File: config.mk
export PLATFORM = sky130hd
export DESIGN_NAME = video_sync_gen_flat
export DESIGN_NICKNAME = d
export VERILOG_FILES = /design/src/rtl/video_sync_gen_pkg.sv /design/src/rtl/video_sync_gen_if.sv /design/src/rtl/timing_axis_counter.sv /design/src/rtl/video_sync_gen.sv /design/src/flat_wrapper.sv
export SDC_FILE = /design/constraint.sdc
export NUM_CORES = 1
export LEC_CHECK = 0
export ABC_AREA = 1
export CAP_MARGIN = 20
export CORE_ASPECT_RATIO = 1.25
export CORE_MARGIN = 1.5
export CORE_UTILIZATION = 38
export CTS_CLUSTER_DIAMETER = 40
export CTS_CLUSTER_SIZE = 25
export DETAILED_ROUTE_END_ITERATION = 7
export SLEW_MARGIN = 25
export SYNTH_ARGS = -nofsm -noshare
export SYNTH_HDL_FRONTEND = slang
export SYNTH_HIERARCHICAL = 1
export SYNTH_SLANG_ARGS = --single-unit
File: constraint.sdc
create_clock -name i_Clk -period 3.41 [get_ports i_Clk]
set_clock_uncertainty 0.1 [all_clocks]
set_input_delay 0.5115 -clock i_Clk [delete_from_list [all_inputs] [get_ports i_Clk]]
set_output_delay 0.5115 -clock i_Clk [all_outputs]
set_load 0.02 [all_outputs]
File: src/rtl/video_sync_gen_pkg.sv
// Shared raster timing constants and the per-axis flag bundle.
// Imported by the sync generator, its axis counters and the interface.
package video_timing_pkg;

    localparam int DEF_H_TOTAL      = 455;
    localparam int DEF_H_ACTIVE     = 384;
    localparam int DEF_H_SYNC_START = 400;
    localparam int DEF_H_SYNC_LEN   = 32;
    localparam int DEF_V_TOTAL      = 262;
    localparam int DEF_V_ACTIVE     = 240;
    localparam int DEF_V_SYNC_START = 248;
    localparam int DEF_V_SYNC_LEN   = 4;

    localparam int H_CNT_W = $clog2(DEF_H_TOTAL);
    localparam int V_CNT_W = $clog2(DEF_V_TOTAL);

    typedef struct packed {
        logic last;
        logic sync;
        logic blank;
    } axis_flags_t;

endpackage

File: src/rtl/video_sync_gen_if.sv
// Raster timing bundle published by video_sync_gen.
// master drives the counts and flags, slave consumes them.
interface video_sync_gen_if
    import video_timing_pkg::*;
#(
    parameter int HW = H_CNT_W,
    parameter int VW = V_CNT_W
);

    logic [HW-1:0] o_HCount;
    logic [VW-1:0] o_VCount;
    logic          o_HReset;
    logic          o_VReset;
    logic          o_HSync;
    logic          o_VSync;
    logic          o_HBlank;
    logic          o_VBlank;
    logic          o_Active;
    logic          o_CSync;

    modport master (
        output o_HCount, o_VCount,
        output o_HReset, o_VReset,
        output o_HSync, o_VSync,
        output o_HBlank, o_VBlank,
        output o_Active, o_CSync
    );

    modport slave (
        input o_HCount, o_VCount,
        input o_HReset, o_VReset,
        input o_HSync, o_VSync,
        input o_HBlank, o_VBlank,
        input o_Active, o_CSync
    );

endinterface

File: src/rtl/timing_axis_counter.sv
// One raster axis: wrapping counter plus last/sync/blank flags
// registered from the next count so they align with the count.
module timing_axis_counter
    import video_timing_pkg::*;
#(
    parameter int TOTAL      = DEF_H_TOTAL,
    parameter int ACTIVE     = DEF_H_ACTIVE,
    parameter int SYNC_START = DEF_H_SYNC_START,
    parameter int SYNC_LEN   = DEF_H_SYNC_LEN,
    parameter int W          = $clog2(TOTAL)
) (
    input  logic        i_Clk,
    input  logic        i_Reset,
    input  logic        advance,
    output logic [W-1:0] count,
    output logic        wrap,
    output axis_flags_t flags,
    output axis_flags_t nxt_flags
);

    // One extra bit so SYNC_START+SYNC_LEN == TOTAL stays representable
    localparam logic [W:0] LAST = (W+1)'(TOTAL - 1);
    localparam logic [W:0] ACT  = (W+1)'(ACTIVE);
    localparam logic [W:0] SS   = (W+1)'(SYNC_START);
    localparam logic [W:0] SE   = (W+1)'(SYNC_START + SYNC_LEN);

    localparam axis_flags_t RST_FLAGS = '{
        last:  1'b0,
        sync:  (SYNC_START == 0),
        blank: (ACTIVE == 0)
    };

    if (TOTAL < 2) begin : g_bad_total
        $fatal(1, "timing_axis_counter: TOTAL must be >= 2");
    end
    if (ACTIVE >= TOTAL) begin : g_bad_active
        $fatal(1, "timing_axis_counter: ACTIVE must be < TOTAL");
    end
    if (SYNC_LEN < 1) begin : g_bad_len
        $fatal(1, "timing_axis_counter: SYNC_LEN must be >= 1");
    end
    if (SYNC_START + SYNC_LEN > TOTAL) begin : g_bad_sync
        $fatal(1, "timing_axis_counter: sync window exceeds TOTAL");
    end

    logic [W-1:0] nxt_count;
    logic [W:0]   nxt_ext;

    assign wrap    = advance && ({1'b0, count} == LAST);
    assign nxt_ext = {1'b0, nxt_count};

    always_comb begin
        nxt_count = count;
        if (wrap) begin
            nxt_count = '0;
        end else if (advance) begin
            nxt_count = count + W'(1);
        end
    end

    always_comb begin
        nxt_flags       = '0;
        nxt_flags.last  = (nxt_ext == LAST);
        nxt_flags.sync  = (nxt_ext >= SS) && (nxt_ext < SE);
        nxt_flags.blank = (nxt_ext >= ACT);
    end

    always_ff @(posedge i_Clk) begin
        if (i_Reset) begin
            count <= '0;
            flags <= RST_FLAGS;
        end else begin
            count <= nxt_count;
            flags <= nxt_flags;
        end
    end

endmodule

File: src/rtl/video_sync_gen.sv
// Raster sync generator: line/frame strobes, syncs, blanking, counts.
// Define VIDEO_SYNC_GEN_CSYNC_EN to build the HSync^VSync composite.
module video_sync_gen
    import video_timing_pkg::*;
#(
    parameter int H_TOTAL      = DEF_H_TOTAL,
    parameter int H_ACTIVE     = DEF_H_ACTIVE,
    parameter int H_SYNC_START = DEF_H_SYNC_START,
    parameter int H_SYNC_LEN   = DEF_H_SYNC_LEN,
    parameter int V_TOTAL      = DEF_V_TOTAL,
    parameter int V_ACTIVE     = DEF_V_ACTIVE,
    parameter int V_SYNC_START = DEF_V_SYNC_START,
    parameter int V_SYNC_LEN   = DEF_V_SYNC_LEN
) (
    input logic              i_Clk,
    input logic              i_Reset,
    video_sync_gen_if.master vid
);

    localparam int HW = $clog2(H_TOTAL);
    localparam int VW = $clog2(V_TOTAL);

    logic [HW-1:0] h_count;
    logic [VW-1:0] v_count;
    logic          h_wrap;
    logic          v_wrap;
    axis_flags_t   h_flags;
    axis_flags_t   h_nxt;
    axis_flags_t   v_flags;
    axis_flags_t   v_nxt;
    logic          vreset;
    logic          active;
    logic          csync;
    logic          unused_ok;

    timing_axis_counter #(
        .TOTAL      (H_TOTAL),
        .ACTIVE     (H_ACTIVE),
        .SYNC_START (H_SYNC_START),
        .SYNC_LEN   (H_SYNC_LEN),
        .W          (HW)
    ) u_h (
        .i_Clk     (i_Clk),
        .i_Reset   (i_Reset),
        .advance   (1'b1),
        .count     (h_count),
        .wrap      (h_wrap),
        .flags     (h_flags),
        .nxt_flags (h_nxt)
    );

    timing_axis_counter #(
        .TOTAL      (V_TOTAL),
        .ACTIVE     (V_ACTIVE),
        .SYNC_START (V_SYNC_START),
        .SYNC_LEN   (V_SYNC_LEN),
        .W          (VW)
    ) u_v (
        .i_Clk     (i_Clk),
        .i_Reset   (i_Reset),
        .advance   (h_wrap),
        .count     (v_count),
        .wrap      (v_wrap),
        .flags     (v_flags),
        .nxt_flags (v_nxt)
    );

    // Cross-axis flags are decoded from both next counts
    always_ff @(posedge i_Clk) begin
        if (i_Reset) begin
            vreset <= 1'b0;
            active <= 1'b1;
        end else begin
            vreset <= h_nxt.last & v_nxt.last;
            active <= ~h_nxt.blank & ~v_nxt.blank;
        end
    end

`ifdef VIDEO_SYNC_GEN_CSYNC_EN
    always_ff @(posedge i_Clk) begin
        if (i_Reset) begin
            csync <= 1'b0;
        end else begin
            csync <= h_nxt.sync ^ v_nxt.sync;
        end
    end
`else
    assign csync = 1'b0;
`endif

    assign unused_ok = ^{v_wrap, v_flags.last, h_nxt.sync, v_nxt.sync};

    assign vid.o_HCount = h_count;
    assign vid.o_VCount = v_count;
    assign vid.o_HReset = h_flags.last;
    assign vid.o_VReset = vreset;
    assign vid.o_HSync  = h_flags.sync;
    assign vid.o_VSync  = v_flags.sync;
    assign vid.o_HBlank = h_flags.blank;
    assign vid.o_VBlank = v_flags.blank;
    assign vid.o_Active = active;
    assign vid.o_CSync  = csync;

endmodule
File: src/flat_wrapper.sv
// flat-port wrapper written by rule: the top's interface ports become plain ports
module video_sync_gen_flat import video_timing_pkg::*;
#(
    parameter int H_TOTAL      = DEF_H_TOTAL,
    parameter int H_ACTIVE     = DEF_H_ACTIVE,
    parameter int H_SYNC_START = DEF_H_SYNC_START,
    parameter int H_SYNC_LEN   = DEF_H_SYNC_LEN,
    parameter int V_TOTAL      = DEF_V_TOTAL,
    parameter int V_ACTIVE     = DEF_V_ACTIVE,
    parameter int V_SYNC_START = DEF_V_SYNC_START,
    parameter int V_SYNC_LEN   = DEF_V_SYNC_LEN
)
  (i_Clk, i_Reset, vid_o_HCount, vid_o_VCount, vid_o_HReset, vid_o_VReset, vid_o_HSync, vid_o_VSync, vid_o_HBlank, vid_o_VBlank, vid_o_Active, vid_o_CSync);
  video_sync_gen_if vid_i ();
  input logic i_Clk;
  input logic i_Reset;
  output wire logic [$bits(vid_i.o_HCount)-1:0] vid_o_HCount;
  output wire logic [$bits(vid_i.o_VCount)-1:0] vid_o_VCount;
  output wire logic [$bits(vid_i.o_HReset)-1:0] vid_o_HReset;
  output wire logic [$bits(vid_i.o_VReset)-1:0] vid_o_VReset;
  output wire logic [$bits(vid_i.o_HSync)-1:0] vid_o_HSync;
  output wire logic [$bits(vid_i.o_VSync)-1:0] vid_o_VSync;
  output wire logic [$bits(vid_i.o_HBlank)-1:0] vid_o_HBlank;
  output wire logic [$bits(vid_i.o_VBlank)-1:0] vid_o_VBlank;
  output wire logic [$bits(vid_i.o_Active)-1:0] vid_o_Active;
  output wire logic [$bits(vid_i.o_CSync)-1:0] vid_o_CSync;
  assign vid_o_HCount = vid_i.o_HCount;
  assign vid_o_VCount = vid_i.o_VCount;
  assign vid_o_HReset = vid_i.o_HReset;
  assign vid_o_VReset = vid_i.o_VReset;
  assign vid_o_HSync = vid_i.o_HSync;
  assign vid_o_VSync = vid_i.o_VSync;
  assign vid_o_HBlank = vid_i.o_HBlank;
  assign vid_o_VBlank = vid_i.o_VBlank;
  assign vid_o_Active = vid_i.o_Active;
  assign vid_o_CSync = vid_i.o_CSync;
  video_sync_gen #(.H_TOTAL(H_TOTAL), .H_ACTIVE(H_ACTIVE), .H_SYNC_START(H_SYNC_START), .H_SYNC_LEN(H_SYNC_LEN), .V_TOTAL(V_TOTAL), .V_ACTIVE(V_ACTIVE), .V_SYNC_START(V_SYNC_START), .V_SYNC_LEN(V_SYNC_LEN)) u_core (.i_Clk(i_Clk), .i_Reset(i_Reset), .vid(vid_i));
endmodule
==> out/metrics.sh, run 1 <==
CTS_SETUP_BUFFERS=0
IO_PINS=28
POWER_SWITCHING_SHARE_PCT=22.83
LARGEST_NET_DEGREE_AT_THE_START_OF_GLOBAL_ROUTING=26
FINAL.SETUP.TNS_NS=0
LAYOUT-DRIVE-GT1-SHARE_PCT=18.22
HIGHEST_LAYER='met4'
TOTAL_MET2_WIRELENGTH_AFTER_DETAILED_ROUTING_UM=1704
CTS_TREE='built'
AREA_GROWTH_PCT=24.10
OUTCOME='finished clean'
ROWS=25
CTS_ROOT_BUF='sky130_fd_sc_hd__clkbuf_8'
ROUTED_WL_UM=3346
CLK_NETWORK_PWR_SHARE_PCT=35.6
TRITONCTS.NUM_BUFFERS=3
CAP_VIOLATIONS=0
CORE-AREA_MM2=0.003816
REG2REG_SLACK_NS=1.16
CRITICAL_PATH.SLOWEST_CELL='sky130_fd_sc_hd__dfxtp_1'
WL_MET1_UM=1462
PERIOD_MINUS_SLACK_NS=2.251
WORST_EP_ARRIVAL_TIME_NS=2.36
COMMONEST_NON_FILL_NON_TAP_CELLS_IN_THE_LAYOUT='sky130_fd_sc_hd__nand2_1 (48), sky130_fd_sc_hd__nor2_1 (30), sky130_fd_sc_hd__clkdlybuf4s50_1 (26)'
DIE_H_UM=73.86
CRITICAL_PATH.N_BUFFERS_INVERTERS=2
WORST_SLEW_MARGIN_REL_PCT=35.02
SYN-CELL-AREA_MM2=0.001526
CP_SLOWEST_STAGE_DELAY_NS=0.42
PORT_BUFFERS=26
SYN_AVG_CELL_AREA_UM2=7.034
RSZ0062_AT_GRT='no'
ENDPOINT_KIND='flop'
FILLERINSTANCES=415
POWER_FRAC_SEQ_PCT=59.4
LEAKAGE_uW=0.0007787
ROUTE.MET3.WL_UM=88
HOLD-WORST-SLACK_NS=0.5285
IRDROPWORSTVDD_mV=0.1735
WORST_SLEW_PIN_SLEW_NS=0.9717
LAYOUT_COMMONEST_CELL='sky130_fd_sc_hd__nand2_1'
CLK-INSERTION-DELAY-LATE_NS=0.27
VIAS=1364
OVERFLOW=0
DRTANTENNAVIOLNETS=0
CP_TOP_FAMILY='simple AND/OR/NAND/NOR gates'
AVGROUTEDWIREPERCELL_UM=11.12
CRIT_PATH_FREQUENT_CELL='sky130_fd_sc_hd__nand2_1'
CTS-HTREE-LEVELS=1
TIMING_WORST_SETUP_PATH_TYPE='reg -> reg'
CLOCKBUFFERDEPTH=2
HOLD_PATH.CLASS='reg -> reg'
CTS_NUM_SINKS=25
ANTENNA_CELLS=0
TIMING_HOLD_VIOLATIONS_FINAL=0
POST-ROUTE-DRC-COUNT=0
PWR-SHARE-COMB_PCT=5.0
SLEW_VIOLATIONS=0
POST_CTS.RESIZED_INSTANCES=0
POWER_DENSITY_mW_PER_MM2=263.4
SETUP_VIOLATIONS=0
FIN_NETS=254
NUMBER_OF_GLOBAL_ROUTE_VIAS_BEFORE_REPAIR=1280
FMAX_MHz=444.3
INITIAL_UTIL_PCT=40.00
VIA_PER_INST=4.532
GROUTE.USAGE.OVERALL_PCT=16.68
CTS_HOLD_BUFFERS=0
STANDARD_CELL_AREA_AFTER_DETAILED_PLACEMENT_MM2=0.001846
PATH_MAX_FANOUT=8
CRIT_REQUIRED_NS=3.51
DIE_AREA_MM2=0.004409
DIE_W_UM=59.69
WORSTPATHCELLLIST='ha_1, nand2_1, nor4_1, buf_4, nand2_1, nor2_2, nand3_4, nand3_2, nand2_1, nor2_1, nand3b_1, inv_1, nand2_1, nor2_2'
CP-START-KIND='flop'
INTPOWER_uW=385.0
DRTPASS1ITERATIONS=4
GP_CONGESTION=0.9037
INSTANCE_COUNT_OF_THE_MAPPED_NETLIST=217
YOSYS_WARNINGS=6
DPL.HPWL_UM=2605
ANTENNA_VIOLATIONS_BEFORE_REPAIR=0
FIRST_PASS_GRT_WIRE_LENGTH_UM=5575
POWER_SWITCHING_uW=113.9
DRTITER0DRC=43
FINAL_MIN_PERIOD_OVER_CLOCK_PERIOD_PCT=66.01
POST-ROUTE-CELL-AREA_MM2=0.001894
CLOCK_PIN_SLEW_REPORTED_FOR_THE_WORST_SETUP_AND_HOLD_PATHS_AFTER_CLOCK_TREE_SYNTHESIS_NS=0.09
routing by layer:
layer / track usage (%) / vias to the layer above
met2: 30.19 / 26
met3: 2.289 / 9
met4: 7.901 / 0
li1: - / 734
met1: 18.65 / 595
met5: 0 / -
cell type report:
class,instances,area (um2),share of cell area [%]
Multi-Input combinational cell,164,908.4,47.95
Sequential cell,25,500.5,26.42
Timing Repair Buffer,27,267.8,14.13
Inverter,27,101.3,5.350
Tap cell,54,67.56,3.567
Clock buffer,3,41.29,2.180
Clock inverter,1,7.507,0.3963
flip-flops by register name, indices dropped and copies added (netlist names):
signal / count
u_core/u_v/flags: 2
u_core/u_h/count: 9
u_core/u_h/flags: 3
u_core/u_v/count: 9
u_core/vid.o_Active: 1
u_core/vid.o_VReset: 1
power by group through the flow:
stage	clock network [uW]	registers (uW)	logic (uW)
after floorplan	0	305	15.2
after global placement	0	303	25.1
after detailed placement	0	303	24.8
after CTS	189	297	24.9
after global routing	201	297	27.7
final	178	296	24.9
path summary, 6_finish.rpt:
kind | startpoint | endpoint | cells past startpoint
hold / removal | u_core/u_h/count[5]$_SDFF_PP0_ | u_core/u_h/count[5]$_SDFF_PP0_ | 4
setup reg to reg | u_core/u_h/count[1]$_SDFF_PP0_ | u_core/vid.o_VReset$_SDFF_PP0_ | 14
setup / recovery | u_core/u_h/count[1]$_SDFF_PP0_ | u_core/vid.o_VReset$_SDFF_PP0_ | 14
hold reg to reg | u_core/u_h/count[5]$_SDFF_PP0_ | u_core/u_h/count[5]$_SDFF_PP0_ | 4
worst min-delay path, delay by kind of cell (launching register included):
family                 cells  cell delay (ns)
AND/OR/NAND/NOR            3             0.17
buffers and inverters      1             0.07
flip-flops                 1             0.36
per-stage QoR:
step / total power (uW) / util (%) / std cells / worst slack [ns]
floorplan: 320.7 / - / 220 / 1.254
global placement: 328.2 / 48.36 / 297 / 1.199
detailed placement: 328.1 / 48.36 / 297 / 1.159
CTS: 510.1 / 49.64 / 301 / 1.138
global route: 525.7 / 49.64 / 301 / 0.8783
finish: 498.9 / 49.64 / 301 / 1.159
Note: power is estimated with default switching activity, not from simulation.
==> run 2: changes to the inputs <==
==> constraint.sdc (replaced) <==
create_clock -name i_Clk -period 2.2 [get_ports i_Clk]
set_clock_uncertainty 0.1 [all_clocks]
set_input_delay 0.33 -clock i_Clk [delete_from_list [all_inputs] [get_ports i_Clk]]
set_output_delay 0.33 -clock i_Clk [all_outputs]
set_load 0.02 [all_outputs]
==> run 2 against run 1 <==
Effect of this change: design area grew 8.3%; non-clock buffer count grew 11; hold slack lost 0.0050 ns; total power grew 57%; final cell count grew 3.7%; fmax grew 5.4%; count of clock-buffer cells in the layout is the same; largest power group unchanged.
==> out/metrics.sh, run 2 (synthesis gave the netlist of run 1 again) <==
SLEW_VIOLATIONS=0
DRTPASS1ITERATIONS=4
INITIAL_UTIL_PCT=40.00
POST-ROUTE-DRC-COUNT=0
PERIOD_MINUS_SLACK_NS=2.136
AVGROUTEDWIREPERCELL_UM=11.28
CLOCK_PIN_SLEW_REPORTED_FOR_THE_WORST_SETUP_AND_HOLD_PATHS_AFTER_CLOCK_TREE_SYNTHESIS_NS=0.10
CLOCKBUFFERDEPTH=2
FINAL_MIN_PERIOD_OVER_CLOCK_PERIOD_PCT=97.09
IO_PINS=28
FIN_NETS=265
ENDPOINT_KIND='flop'
FINAL.SETUP.TNS_NS=0
MIN_TO='u_core/u_h/count[7]$_SDFF_PP0_'
HOLD_PATH.CLASS='reg -> reg'
HOLD-WORST-SLACK_NS=0.5234
CAP_VIOLATIONS=0
TIMING_HOLD_VIOLATIONS_FINAL=0
ANTENNA_CELLS=0
LEAKAGE_uW=0.0008584
ANTENNA_VIOLATIONS_BEFORE_REPAIR=0
DIE_H_UM=73.86
FMAX_MHz=468.2
GROUTE.USAGE.OVERALL_PCT=16.54
GP_CONGESTION=0.9051
HOLD_PATH_STARTPOINT='u_core/u_h/count[7]$_SDFF_PP0_'
CTS_TREE='built'
PATH_MAX_FANOUT=7
CORE-AREA_MM2=0.003816
REG2REG_SLACK_NS=0.06
CTS_HOLD_BUFFERS=0
RR_STARTPOINT='u_core/u_h/count[4]$_SDFF_PP0_'
ROUTED_WL_UM=3519
DPL.HPWL_UM=2652
TOTAL_POWER_OF_THE_FINAL_LAYOUT_uW=782.2
ROWS=25
R2R_END='u_core/u_v/flags[1]$_SDFF_PP0_'
CTS-HTREE-LEVELS=1
NUMBER_OF_GLOBAL_ROUTE_VIAS_BEFORE_REPAIR=1296
DIE_W_UM=59.69
CTS_NUM_SINKS=25
FIRST_PASS_GRT_WIRE_LENGTH_UM=5623
DIE_AREA_MM2=0.004409
VIA_PER_INST=4.561
VIAS=1423
LARGEST_NET_DEGREE_AT_THE_START_OF_GLOBAL_ROUTING=26
IRDROPWORSTVDD_mV=0.2394
CLK-INSERTION-DELAY-LATE_NS=0.27
OUTCOME='finished clean'
TIMING_WORST_SETUP_PATH_TYPE='reg -> reg'
WORST_EP_ARRIVAL_TIME_NS=2.25
CTS_ROOT_BUF='sky130_fd_sc_hd__clkbuf_8'
TIMING.HOLD.WORST_PATH_DEPTH=4
LAYOUT_COMMONEST_CELL='sky130_fd_sc_hd__nand2_1'
PORT_BUFFERS=26
SETUP_VIOLATIONS=0
AREA_GROWTH_PCT=34.43
REG2REG_DEPTH=15
DRTANTENNAVIOLNETS=0
TRITONCTS.NUM_BUFFERS=3
RSZ0062_AT_GRT='yes'
FINAL_CELL_COUNT_NO_FILL=312
COMMONEST_NON_FILL_NON_TAP_CELLS_IN_THE_LAYOUT='sky130_fd_sc_hd__nand2_1 (44), sky130_fd_sc_hd__nor2_1 (28), sky130_fd_sc_hd__clkdlybuf4s50_1 (26)'
CP-START-KIND='flop'
PLACED_CELLS_INCL_TAPS=305
UTILIZATION_PCT=53.77
CRIT_REQUIRED_NS=2.32
DRTITER0DRC=87
OVERFLOW=0
LAYOUT-DRIVE-GT1-SHARE_PCT=27.13
LARGEST_REGISTERS='u_core/u_h/count x9, u_core/u_v/count x9, u_core/u_h/flags x3'
POWER_DENSITY_mW_PER_MM2=381.2
-- run 2: worst max path at each step --
stage                                   startpoint                        endpoint  slack (ns)  cells past startpoint
finish              u_core/u_h/count[4]$_SDFF_PP0_  u_core/u_v/flags[1]$_SDFF_PP0_        0.06                     15
global placement    u_core/u_h/count[0]$_SDFF_PP0_  u_core/vid.o_VReset$_SDFF_PP0_        0.09                     14
detailed placement  u_core/u_h/count[0]$_SDFF_PP0_  u_core/vid.o_VReset$_SDFF_PP0_      -0.009                     14
global route        u_core/u_h/count[3]$_SDFF_PP0_  u_core/vid.o_VReset$_SDFF_PP0_       -0.02                     15
CTS                 u_core/u_h/count[0]$_SDFF_PP0_  u_core/u_v/flags[1]$_SDFF_PP0_        0.04                     13
floorplan           u_core/u_h/count[1]$_SDFF_PP0_  u_core/vid.o_VReset$_SDFF_PP0_        0.04                     14
-- run 2: critical path: stages, from the launching register on --
cell	delay [ns]
sky130_fd_sc_hd__dfxtp_1	0.32
sky130_fd_sc_hd__inv_1	0.07
sky130_fd_sc_hd__nand4_1	0.15
sky130_fd_sc_hd__nor4_4	0.31
sky130_fd_sc_hd__buf_6	0.18
sky130_fd_sc_hd__nand2_4	0.06
sky130_fd_sc_hd__nor2_4	0.14
sky130_fd_sc_hd__nand2_2	0.07
sky130_fd_sc_hd__nand2_2	0.07
sky130_fd_sc_hd__nand3_4	0.07
sky130_fd_sc_hd__buf_4	0.15
sky130_fd_sc_hd__nor2_4	0.11
sky130_fd_sc_hd__nand3_1	0.08
sky130_fd_sc_hd__nand2_1	0.09
sky130_fd_sc_hd__nand2_2	0.05
sky130_fd_sc_hd__nor2_2	0.07
-- run 2: report_power, final --
| group | total, uW | switching (uW) | internal, uW |
|---|---|---|---|
| logic | 48.8 | 30.2 | 18.6 |
| registers | 457 | 1.64 | 456 |
| clock network | 276 | 148 | 128 |
-- run 2: repair_timing --
item | in CTS | in global routing
pin swaps | 0 | 12
buffers inserted | 0 | 3
resized for setup | 1 | 18
endpoints found under the setup margin | 1 | 4
-- run 2: layout make-up --
cell class | count | area (um2)
Clock buffer | 3 | 41.29
Clock inverter | 1 | 7.507
Fill cell | 392 | 1764
Inverter | 27 | 101.3
Multi-Input combinational cell | 164 | 975.9
Sequential cell | 25 | 504.2
Tap cell | 54 | 67.56
Timing Repair Buffer | 38 | 354.1
-- run 2: per-layer routing --
metal,track usage (%),wire [um],vias to the layer above
li1,-,-,751
met1,20.56,1530,642
met5,0,0,-
met2,28.86,1858,26
met3,2.113,80,4
met4,5.432,49,0
-- run 2: through the flow --
step           setup slack [ns]  area [um2]
6_report                0.06401        2052
5_1_grt                -0.01669        2052
4_1_cts                 0.04128        1959
3_5_place_dp          -0.009460        1906
3_3_place_gp            0.08680        1906
2_1_floorplan           0.04436        1538
